[src/rtl/apb2axi_tag_directory.sv]
// Outstanding-transaction tag directory: allocates tags, queues requests for issue in
// allocation order, records completions and frees tags on release.
module apb2axi_tag_directory #(
   parameter int unsigned TAG_NUM    = 16,
   parameter int unsigned TAG_W      = $clog2(TAG_NUM),
   parameter int unsigned AXI_ADDR_W = 64
) (
   input  logic                  clk,
   input  logic                  rst,
   input  logic                  alloc_valid,
   output logic                  alloc_ready,
   input  logic                  alloc_is_write,
   input  logic [AXI_ADDR_W-1:0] alloc_addr,
   input  logic [7:0]            alloc_len,
   input  logic [2:0]            alloc_size,
   input  logic [1:0]            alloc_burst,
   output logic [TAG_W-1:0]      alloc_tag,
   output logic                  iss_valid,
   input  logic                  iss_ready,
   output logic                  iss_is_write,
   output logic [AXI_ADDR_W-1:0] iss_addr,
   output logic [7:0]            iss_len,
   output logic [2:0]            iss_size,
   output logic [1:0]            iss_burst,
   output logic [TAG_W-1:0]      iss_tag,
   input  logic                  cpl_valid,
   input  logic [TAG_W-1:0]      cpl_tag,
   input  logic [1:0]            cpl_resp,
   input  logic                  cpl_error,
   input  logic [7:0]            cpl_num_beats,
   input  logic                  rel_valid,
   input  logic [TAG_W-1:0]      rel_tag,
   input  logic [TAG_W-1:0]      qry_tag,
   output logic [1:0]            qry_state,
   output logic [1:0]            qry_resp,
   output logic                  qry_error,
   output logic [7:0]            qry_num_beats,
   output logic [TAG_W:0]        free_count,
   output logic                  err_unexp_cpl,
   output logic                  err_bad_rel
);

   localparam int unsigned CNT_W = TAG_W + 1;

   typedef enum logic [1:0] {
      ST_FREE   = 2'd0,
      ST_PEND   = 2'd1,
      ST_ISSUED = 2'd2,
      ST_DONE   = 2'd3
   } ent_state_e;

   typedef struct packed {
      logic                  is_write;
      logic [AXI_ADDR_W-1:0] addr;
      logic [7:0]            len;
      logic [2:0]            size;
      logic [1:0]            burst;
   } req_t;

   typedef struct packed {
      logic [1:0] resp;
      logic       error;
      logic [7:0] num_beats;
   } cpl_t;

   ent_state_e       state_q [TAG_NUM];
   ent_state_e       state_d [TAG_NUM];
   req_t             req_q   [TAG_NUM];
   req_t             req_d   [TAG_NUM];
   cpl_t             cpl_q   [TAG_NUM];
   cpl_t             cpl_d   [TAG_NUM];
   logic [TAG_W-1:0] fifo_q  [TAG_NUM];
   logic [TAG_W-1:0] fifo_d  [TAG_NUM];

   logic [TAG_W-1:0] rd_ptr_q, rd_ptr_d;
   logic [TAG_W-1:0] wr_ptr_q, wr_ptr_d;
   logic [CNT_W-1:0] iss_cnt_q, iss_cnt_d;
   logic [CNT_W-1:0] free_cnt_q, free_cnt_d;
   logic             err_unexp_cpl_q, err_unexp_cpl_d;
   logic             err_bad_rel_q, err_bad_rel_d;

   logic             free_any;
   logic [TAG_W-1:0] free_idx;
   logic [TAG_W-1:0] head_tag;
   logic             alloc_fire;
   logic             iss_fire;
   logic             cpl_ok;
   logic             rel_ok;

   function automatic logic [TAG_W-1:0] ptr_inc(input logic [TAG_W-1:0] p);
      return (p == TAG_W'(TAG_NUM - 1)) ? '0 : p + TAG_W'(1);
   endfunction

   // Lowest-index FREE entry, from registered state only.
   always_comb begin
      free_any = 1'b0;
      free_idx = '0;
      for (int i = int'(TAG_NUM) - 1; i >= 0; i--) begin
         if (state_q[i] == ST_FREE) begin
            free_any = 1'b1;
            free_idx = TAG_W'(i);
         end
      end
   end

   assign head_tag   = fifo_q[rd_ptr_q];
   assign alloc_fire = alloc_valid && free_any;
   assign iss_fire   = (iss_cnt_q != '0) && iss_ready;
   assign cpl_ok     = cpl_valid && (state_q[cpl_tag] == ST_ISSUED);
   assign rel_ok     = rel_valid && (state_q[rel_tag] == ST_DONE);

   // All state checks use registered state, so same-cycle events on one tag never chain.
   always_comb begin
      state_d         = state_q;
      req_d           = req_q;
      cpl_d           = cpl_q;
      fifo_d          = fifo_q;
      rd_ptr_d        = rd_ptr_q;
      wr_ptr_d        = wr_ptr_q;
      iss_cnt_d       = iss_cnt_q;
      free_cnt_d      = free_cnt_q;
      err_unexp_cpl_d = cpl_valid && !cpl_ok;
      err_bad_rel_d   = rel_valid && !rel_ok;

      if (alloc_fire) begin
         state_d[free_idx] = ST_PEND;
         req_d[free_idx]   = '{is_write: alloc_is_write, addr: alloc_addr, len: alloc_len,
                               size: alloc_size, burst: alloc_burst};
         fifo_d[wr_ptr_q]  = free_idx;
         wr_ptr_d          = ptr_inc(wr_ptr_q);
      end

      if (iss_fire) begin
         state_d[head_tag] = ST_ISSUED;
         rd_ptr_d          = ptr_inc(rd_ptr_q);
      end

      case ({alloc_fire, iss_fire})
         2'b10:   iss_cnt_d = iss_cnt_q + CNT_W'(1);
         2'b01:   iss_cnt_d = iss_cnt_q - CNT_W'(1);
         default: iss_cnt_d = iss_cnt_q;
      endcase

      if (cpl_ok) begin
         state_d[cpl_tag] = ST_DONE;
         cpl_d[cpl_tag]   = '{resp: cpl_resp, error: cpl_error, num_beats: cpl_num_beats};
      end

      if (rel_ok) begin
         state_d[rel_tag] = ST_FREE;
         cpl_d[rel_tag]   = '0;
      end

      case ({alloc_fire, rel_ok})
         2'b10:   free_cnt_d = free_cnt_q - CNT_W'(1);
         2'b01:   free_cnt_d = free_cnt_q + CNT_W'(1);
         default: free_cnt_d = free_cnt_q;
      endcase
   end

   always_ff @(posedge clk) begin
      if (rst) begin
         for (int i = 0; i < int'(TAG_NUM); i++) begin
            state_q[i] <= ST_FREE;
            req_q[i]   <= '0;
            cpl_q[i]   <= '0;
            fifo_q[i]  <= '0;
         end
         rd_ptr_q        <= '0;
         wr_ptr_q        <= '0;
         iss_cnt_q       <= '0;
         free_cnt_q      <= CNT_W'(TAG_NUM);
         err_unexp_cpl_q <= 1'b0;
         err_bad_rel_q   <= 1'b0;
      end else begin
         state_q         <= state_d;
         req_q           <= req_d;
         cpl_q           <= cpl_d;
         fifo_q          <= fifo_d;
         rd_ptr_q        <= rd_ptr_d;
         wr_ptr_q        <= wr_ptr_d;
         iss_cnt_q       <= iss_cnt_d;
         free_cnt_q      <= free_cnt_d;
         err_unexp_cpl_q <= err_unexp_cpl_d;
         err_bad_rel_q   <= err_bad_rel_d;
      end
   end

   assign alloc_ready   = free_any;
   assign alloc_tag     = free_idx;
   assign iss_valid     = (iss_cnt_q != '0);
   assign iss_tag       = head_tag;
   assign iss_is_write  = req_q[head_tag].is_write;
   assign iss_addr      = req_q[head_tag].addr;
   assign iss_len       = req_q[head_tag].len;
   assign iss_size      = req_q[head_tag].size;
   assign iss_burst     = req_q[head_tag].burst;
   assign qry_state     = 2'(state_q[qry_tag]);
   assign qry_resp      = cpl_q[qry_tag].resp;
   assign qry_error     = cpl_q[qry_tag].error;
   assign qry_num_beats = cpl_q[qry_tag].num_beats;
   assign free_count    = free_cnt_q;
   assign err_unexp_cpl = err_unexp_cpl_q;
   assign err_bad_rel   = err_bad_rel_q;

endmodule

[config.mk]
export PLATFORM = sky130hd
export DESIGN_NAME = apb2axi_tag_directory
export DESIGN_NICKNAME = d
export VERILOG_FILES = /design/src/rtl/apb2axi_tag_directory.sv
export SDC_FILE = /design/constraint.sdc
export NUM_CORES = 2
export LEC_CHECK = 0
export ABC_CLOCK_PERIOD_IN_PS = 6500
export CAP_MARGIN = 20
export CORE_MARGIN = 2
export CORE_UTILIZATION = 40
export CTS_CLUSTER_DIAMETER = 50
export DETAILED_ROUTE_END_ITERATION = 12
export REMOVE_ABC_BUFFERS = 1
export SKIP_CTS_REPAIR_TIMING = 1
export SLEW_MARGIN = 20
export SYNTH_ARGS = -nofsm -noshare
export SYNTH_HDL_FRONTEND = slang
export SYNTH_SLANG_ARGS = --single-unit
[constraint.sdc]
create_clock -name clk -period 6.5 [get_ports clk]
set_input_delay 1.3 -clock clk [delete_from_list [all_inputs] [get_ports clk]]
set_output_delay 1.3 -clock clk [all_outputs]
set_load 0.01 [all_outputs]
==> impl_metrics.tcl <==
set metrics [dict create \
    routed_wl_mm 267 \
    antenna_found_initial 23 \
    cts_buffer_depth 3 \
    placed_area_um2 74000 \
    pin_count 215 \
    h-tree-depth 4 \
    wl_per_cell_um 24.2 \
    cts_tree "yes" \
    leakagePower_nw 27.6 \
    clock_latency_ns 0.86 \
    fin_nets 8622 \
    cp_slowest_cell "clkdlybuf4s50_1" \
    yosysSeqAreaShare_pct 43.1 \
    num_rows 155 \
    gr-usage-all-layers_pct 28.1 \
    fmax_ghz 0.156 \
    start_util_pct 40.1 \
    num-fill-cells 17300 \
    period_needed_ns 6.41 \
    report.power.total_mw 29.3 \
    r2r_slack_ns 2.27 \
    synthFlopType "dfxtp_1" \
    routabilityCongestion 0.828 \
    ys_types 64 \
    final_common_cell "dfxtp_1" \
    clkTransAtPathRegs_ns 0.06 \
    rsz0062_at_grt "no" \
    dr.pass1.iters 5 \
    r2r-start "state_q[2]$_SDFF_PP0_" \
    synth-xor-area-share_pct 0.147 \
    crit_path_max_incr_delay_ns 0.56 \
    crit_chain "buf_4 -> mux4_2 -> nand2b_4 -> o2111ai_4 -> buf_12 -> and3_1 -> a211oi_1 -> o21ai_0 -> and4_1 -> clkdlybuf4s50_1" \
    synth_top_family_by_area "compound AO/OA/AOI/OAI gates" \
    fin_skew_ns 0.0362 \
    hpwlAfterDp_mm 131 \
    outcome "finished, final reports clean" \
    maxSlewViolCount 0 \
    avgSynthCellArea_um2 7.86 \
    r2r_cells 10 \
    r2r-end "req_q[641]$_SDFFE_PP0P_" \
    period_share_pct 98.7 \
    synth_mux_area_share_pct 5.56 \
    io_buffers 214 \
    finalSetupViolCount 0 \
    min_to "req_q[1202]$_SDFFE_PP0P_" \
    fin_area_um2 80500 \
    synthAdderAreaFrac_pct 0.284 \
    min_path_cells 2 \
    synth_edf_count 0 \
    route.met2.wl_mm 124 \
    die_h_um 427 \
    regArea_um2 30800 \
    synth-simple-area-share_pct 19.7 \
    maxCapViolCount 0 \
    drtIter0Drc 7790 \
    synth_top_area_cell "dfxtp_1" \
    ys_seq_elements 1540 \
    holdWs_ns 0.449 \
    die_area_um2 182000 \
    tightest_slew_ns 1.30 \
    cp_data_required_time_ns 5.20 \
    slew-limit-headroom_pct 13.4 \
    hold_class "register to register" \
    layout_common_cells "dfxtp_1 (1539), a21oi_1 (1328), nand2_1 (1173), o21ai_0 (1067), nand3_1 (794)" \
    synth_area_um2 71500 \
    synth-async-reset-ratio_pct 0 \
    clock-sinks 1540 \
    syn_to_final_growth_pct 12.6 \
    die_x_um 427 \
    overflow 0 \
    finalHoldViolCount 0 \
    top_layer "met5" \
    vias_per_cell 6.26 \
    design.core.area_um2 178000 \
    p_per_area_nw_per_um2 364 \
    m1WireLength_mm 111 \
    grt_pass1_vias 65300 \
    multiInputGateArea_um2 36200 \
    clockRootBuffer "clkbuf_16" \
    synth_warnings 0 \
    hold_path_startpoint "req_q[1202]$_SDFFE_PP0P_" \
    critical_path_class "register to primary output" \
    grt_pass1_wl_mm 404 \
    drc 0 \
    peakVddDrop_mv 0.576 \
    drive_gt1_share_pct 6.97 \
    cp_data_arrival_time_ns 5.11 \
    synthCells 9098 \
    cp-startpoint "rd_ptr_q[1]$_SDFFE_PP0P_" \
    cts_buffers 186 \
    start_kind "register" \
    setup_tns_ns 0 \
    yosys-top-cells-area "dfxtp_1 (43%), a21oi_1 (9.3%), o21ai_0 (7.5%)" \
    ant_nets 0 \
    synth_top_area_share_pct 43.1 \
    synth-compound-area-share_pct 24.4 \
    wl_met3_mm 21.0 \
    vias 68900 \
    grt_max_degree 218 \
    worstPathMaxFanout 203 \
    crit_path_end_kind "primary output" \
]
power breakdown:
group          internal [mW]  total [mW]  switching (mW)
Sequential              9.73        9.90           0.178
Combinational           1.74        8.51            6.78
Clock                   6.42        10.9            4.43
Total                   17.9        29.3            11.4
flip-flops by register name (all words and copies together) (netlist names), 4 cells and up:
signal	flops
req_q	1248
cpl_q	176
fifo_q	64
state_q	32
free_count	5
iss_cnt_q	5
rd_ptr_q	4
wr_ptr_q	4
layer usage:
metal / vias up / GRT usage [%]
met5: - / 0
met4: 14 / 12.2
li1: 31300 / -
met1: 33800 / 36.8
met3: 611 / 4.32
met2: 3242 / 45.7
cell usage after synthesis (6+ instances only):
| master | n |
|---|---|
| inv_1 | 22 |
| nor2_1 | 272 |
| clkbuf_1 | 984 |
| nor3b_1 | 8 |
| buf_4 | 35 |
| xor2_1 | 9 |
| buf_2 | 42 |
| nor3_1 | 33 |
| or4_1 | 21 |
| buf_1 | 54 |
| a211oi_1 | 560 |
| mux2i_1 | 203 |
| o22ai_1 | 11 |
| or2_2 | 6 |
| a311oi_1 | 80 |
| o21ai_0 | 1067 |
| nand3_1 | 798 |
| buf_6 | 32 |
| dfxtp_1 | 1540 |
| o21ai_1 | 10 |
| nor4_1 | 6 |
| nand2b_1 | 6 |
| nand2_1 | 1174 |
| ha_1 | 13 |
| and4_1 | 59 |
| a31o_2 | 8 |
| a21oi_1 | 1331 |
| and3_1 | 555 |
| mux4_2 | 83 |
| a31oi_1 | 12 |
| a21o_1 | 9 |
worst max-delay path: cells and delay by family (launching register included):
family	cells	cell delay, ns
and+or+nand+nor	3	0.79
muxes	1	0.54
DFF	1	0.47
buffers and inverters	3	1.38
AOI/OAI and AO/OA	3	0.62
worst max path at each step:
| stage | endpoint | slack, ns | depth (start not counted) |
|---|---|---|---|
| after floorplan | state_q[20]$_SDFF_PP0_ | -11.67 | 4 |
| final | iss_addr[30] | 0.09 | 10 |
| after CTS | iss_addr[5] | -0.01 | 10 |
| after global placement | iss_addr[5] | 0.90 | 10 |
| after global routing | iss_addr[31] | 0.02 | 11 |
| after detailed placement | iss_addr[5] | 0.92 | 10 |
cells by family (layout without fill, tap and decap cells):
family                     Yosys count  count (layout)
xor gates and xnor gates            12              12
buffers and inverters             1170             724
AOI/OAI and AO/OA                 3107            3107
DFF                               1540            1540
and+or+nand+nor                   2963            2963
muxes                              291             291
other                                0              11
adders and majority gates           15              15
final cells by class:
type	count	area share (%)
well taps	2355	3.66
diodes	11	0.0342
inverters	23	0.143
flip-flops and latches	1540	38.3
multi-input cells	6388	44.9
repair buffers	361	4.96
clock buffers	272	6.76
clock inverters	68	1.22
through the flow:
step / util, % / worst slack (ns) / cells
final: 45.2 / 0.0875 / 11000
after global routing: 45.2 / 0.0167 / 11000
after CTS: 45.2 / -0.0138 / 11000
after detailed placement: 41.6 / 0.921 / 10700
after global placement: 41.6 / 0.903 / 10700
after floorplan: - / -11.67 / 7951
No activity file was read; power rests on OpenSTA's default activity.
